--- src/rtl/gray_updn_counter.sv ---
// gray_updn_counter: up/down counter that keeps one binary state register and
// publishes both the binary count and its Gray-coded image, both registered so
// they never disagree by a cycle.
//
// Parameters:
//   WIDTH        count width in bits (2..32)
//   SATURATE     0 = wrap at the ends, 1 = hold at the ends
//   RESET_VALUE  binary value loaded by reset (must be < 2**WIDTH)
//
// Ports:
//   clock_i       clock, all state updates on posedge
//   reset_i       asynchronous active-high reset
//   enable_i      advance one step this cycle
//   up_down_i     direction, 1 = up, 0 = down
//   load_i        synchronous load request (wins over enable_i)
//   load_value_i  binary value to load
//   gray_count_o  registered Gray count
//   bin_count_o   registered binary count
//   terminal_o    count sits at the end value for the current direction
//   wrap_pulse_o  one-cycle flag: the count wrapped on the last edge
//
// Build option: define GRAY_COUNTER_LOAD_EN to enable the load path. Without
// it the load ports stay on the interface but are ignored and no load logic
// exists.
module gray_updn_counter #(
  parameter int unsigned WIDTH       = 4,
  parameter int unsigned SATURATE    = 0,
  parameter int unsigned RESET_VALUE = 0
) (
  input  logic             clock_i,
  input  logic             reset_i,
  input  logic             enable_i,
  input  logic             up_down_i,
  input  logic             load_i,
  input  logic [WIDTH-1:0] load_value_i,
  output logic [WIDTH-1:0] gray_count_o,
  output logic [WIDTH-1:0] bin_count_o,
  output logic             terminal_o,
  output logic             wrap_pulse_o
);

  localparam logic [WIDTH-1:0] ResetBin  = WIDTH'(RESET_VALUE);
  localparam logic [WIDTH-1:0] ResetGray = ResetBin ^ (ResetBin >> 1);
  localparam logic [WIDTH-1:0] MaxBin    = {WIDTH{1'b1}};
  localparam logic [WIDTH-1:0] One       = WIDTH'(1);

  logic [WIDTH-1:0] bin_q, bin_d;
  logic [WIDTH-1:0] gray_q, gray_d;
  logic             wrap_q, wrap_d;
  logic             at_end;

  // End value depends on the live direction so a turn-around is seen at once.
  assign at_end     = up_down_i ? (bin_q == MaxBin) : (bin_q == '0);
  assign terminal_o = at_end;

`ifndef GRAY_COUNTER_LOAD_EN
  logic unused_load;
  assign unused_load = ^{load_i, load_value_i};
`endif

  always_comb begin
    bin_d  = bin_q;
    wrap_d = 1'b0;
`ifdef GRAY_COUNTER_LOAD_EN
    if (load_i) begin
      bin_d = load_value_i;
    end else
`endif
    if (enable_i) begin
      if (at_end && (SATURATE != 0)) begin
        bin_d = bin_q;
      end else begin
        bin_d  = up_down_i ? (bin_q + One) : (bin_q - One);
        // Any unsaturated step taken from the end value is a wrap.
        wrap_d = at_end;
      end
    end
    // Gray image is derived from the next binary state so both land together.
    gray_d = bin_d ^ (bin_d >> 1);
  end

  always_ff @(posedge clock_i or posedge reset_i) begin
    if (reset_i) begin
      bin_q  <= ResetBin;
      gray_q <= ResetGray;
      wrap_q <= 1'b0;
    end else begin
      bin_q  <= bin_d;
      gray_q <= gray_d;
      wrap_q <= wrap_d;
    end
  end

  assign bin_count_o  = bin_q;
  assign gray_count_o = gray_q;
  assign wrap_pulse_o = wrap_q;

endmodule

--- config.mk ---
export PLATFORM = sky130hd
export DESIGN_NAME = gray_updn_counter
export DESIGN_NICKNAME = d
export VERILOG_FILES = /design/src/rtl/gray_updn_counter.sv
export SDC_FILE = /design/constraint.sdc
export NUM_CORES = 1
export LEC_CHECK = 0
export CORE_UTILIZATION = 30
export CTS_CLUSTER_DIAMETER = 30
export DETAILED_ROUTE_END_ITERATION = 16
export DONT_BUFFER_PORTS = 1
export PLACE_DENSITY = 0.51
export SYNTH_ARGS = -nofsm -noshare
export SYNTH_HDL_FRONTEND = slang
export SYNTH_SLANG_ARGS = --single-unit
--- constraint.sdc ---
create_clock -name clock_i -period 4 [get_ports clock_i]
set_clock_uncertainty 0.2 [all_clocks]
set_input_delay 0.4 -clock clock_i [delete_from_list [all_inputs] [get_ports clock_i]]
set_output_delay 0.4 -clock clock_i [all_outputs]
set_load 0.1 [all_outputs]
==> reports/qor.yml <==
drive_above_1_share_pct: 25.6
grt_overflow: 0
synth_flop_cell: "dfrtp_1"
use_met2_pct: 19.6
cts_resized: 0
synth_area_leaders: "dfrtp_1, xnor2_1, ha_1"
synth_adder_area_share_pct: 10.9
numCtsBuffers: 3
drt-initial-drc-count: 1
tightest_slew_ps: 1040
fin_ws_ps: 1390
fp-row-count: 13
dpl-instance-area_um2: 453
slowest_delay_ps: 1030
finalMaxSlewViolations: 0
post-synth-top-count-cell: "dfrtp_1"
synth_cell_types: 19
ant_nets: 0
area_growth_pct: 18.1
path_buf_inv: 1
crit_top_cell: "xnor2_1"
synth-compound-area-share_pct: 5.74
fin_area_um2: 489
crit_type: "reg -> reg"
synth_common_cells: "dfrtp_1, xnor2_1, inv_1"
crit_fanout: 6
hp-class: "in -> reg"
endpoint_kind: "flop"
netlist_area_um2: 414
synthArstFlopShare_pct: 100
path_clk_slew_ps: 60
wire_per_inst_um: 12.2
synth_warnings: 0
fin_tns_setup_ps: 0
synthDominantCellAreaShare_pct: 48.3
syn_nets: 48
cts_tree: "done"
status: "finished clean"
rsz0062_at_grt: "no"
top_usage_layer: "met2"
max-cap-violations: 0
track_usage_pct: 11.8
period_needed_ps: 2610
globalplace.congestion: 0.686
cp_num_cells: 6
r2r_cells: 6
diodes: 0
grt_first_pass_wirelength_um: 1150
core_mm2: 0.00128
drc: 0
clk_latency_ps: 250
use_met3_pct: 2.89
grt.met1_usage_pct: 11.0
dp_hpwl_um: 584
synth-simple-area-share_pct: 8.16
synthMuxAreaShare_pct: 5.74
clk_path_buf_depth: 2
crit_required_ps: 3970
die_h_um: 39.2
detailedRoute.firstPassIterationCount: 3
port_buffers: 0
crit_chain: "inv_1, fa_1, xnor2_1, mux2i_2, xnor2_1, xnor2_1"
fmax_ghz: 0.383
grt_pass1_vias: 303
via_count: 275
synth-xor-area-share_pct: 14.8
post_cts_buffers: 0
synth_top_family_by_area: "XOR/XNOR gates"
syn_area_per_cell_um2: 11.5
synth-edff-count: 0
wl_um: 708
relSlewSlack_pct: 30.8
hold_viol_final: 0
post-route-period-util_pct: 65.3
fin_util_pct: 38.1
setup_viol: 0
path_delay_family: "flip-flops"
syn_inst: 36
yosysTopAreaCell: "dfrtp_1"
cp.arrival_ps: 2580
ys_seq_area_share_pct: 48.3
start_util_pct: 32.2
slowest_stage: "dfrtp_1"
pre_cts_ws_ps: 1370
htree_levels: 1
clock_sinks: 8
avgViaCountPerCell: 4.74
cp-start-kind: "flop"
die_w_um: 39.2
io_pins: 19
grt_max_degree: 9
ys_ff_latch: 8
min_path_cells: 1
fin_nets: 56
antenna_found_initial: 0
root_buffer: "clkbuf_4"
die_area_mm2: 0.00153
layout by cell type, fill, tap and decap left out, types with 2 or more instances in the layout:
master / Yosys / final
ha_1: 2 / 2
dfrtp_1: 8 / 7
buf_4: 1 / 3
clkbuf_4: 0 / 3
inv_1: 4 / 4
o21ai_2: 1 / 2
xor2_1: 2 / 2
a21oi_1: 2 / 2
xnor2_1: 5 / 5
registers in the layout, indices dropped and copies added, names as in the netlist:
| signal | cells |
|---|---|
| bin_count_o | 4 |
| gray_count_o | 3 |
| wrap_pulse_o | 1 |
final cells by class:
type	instances	area [um^2]
Multi-Input combinational cell	22	191
Clock buffer	4	26.3
Fill cell	134	796
Timing Repair Buffer	4	32.5
Tap cell	15	18.8
Inverter	5	18.8
Sequential cell	8	201
cells by family (layout without fill, tap and decap cells):
kind of cell / count (synthesis) / count (layout)
AND/OR/NAND/NOR: 6 / 6
flip-flops: 8 / 8
XOR/XNOR: 7 / 7
adder cells (fa/ha/maj): 3 / 3
AO/OA/AOI/OAI: 4 / 4
buffers and inverters: 6 / 13
multiplexers: 2 / 2
metrics by stage:
stage | std cells | hold slack (ps)
after floorplan | 36 | 15.7
after global placement | 53 | 40.6
after detailed placement | 53 | 51.3
after CTS | 58 | 56.1
after global routing | 58 | 67.0
final | 58 | 66.8
repair_timing:
action | in CTS | in global routing
endpoints found under the setup margin | 0 | 0
hold endpoints to repair | 8 | 0
hold buffers | 1 | 0
routing by layer:
metal / routed length (um) / vias up
met5: 0 / -
met2: 377 / 10
met3: 62 / 0
li1: - / 130
met1: 268 / 135
met4: 0 / 0
path summary, 6_finish.rpt:
kind	to	slack, ps	start
setup / recovery	gray_count_o[2]	1390	bin_count_o[0]
hold / removal	bin_count_o[0]	70	enable_i
setup reg to reg	gray_count_o[2]	1390	bin_count_o[0]
hold reg to reg	bin_count_o[1]	730	bin_count_o[1]
max in group asynchronous	bin_count_o[3]	3040	reset_i
min in group asynchronous	gray_count_o[1]	320	reset_i
Power is not shown: default switching activity piles up to over one toggle a cycle in this logic, so the estimate is an artifact.
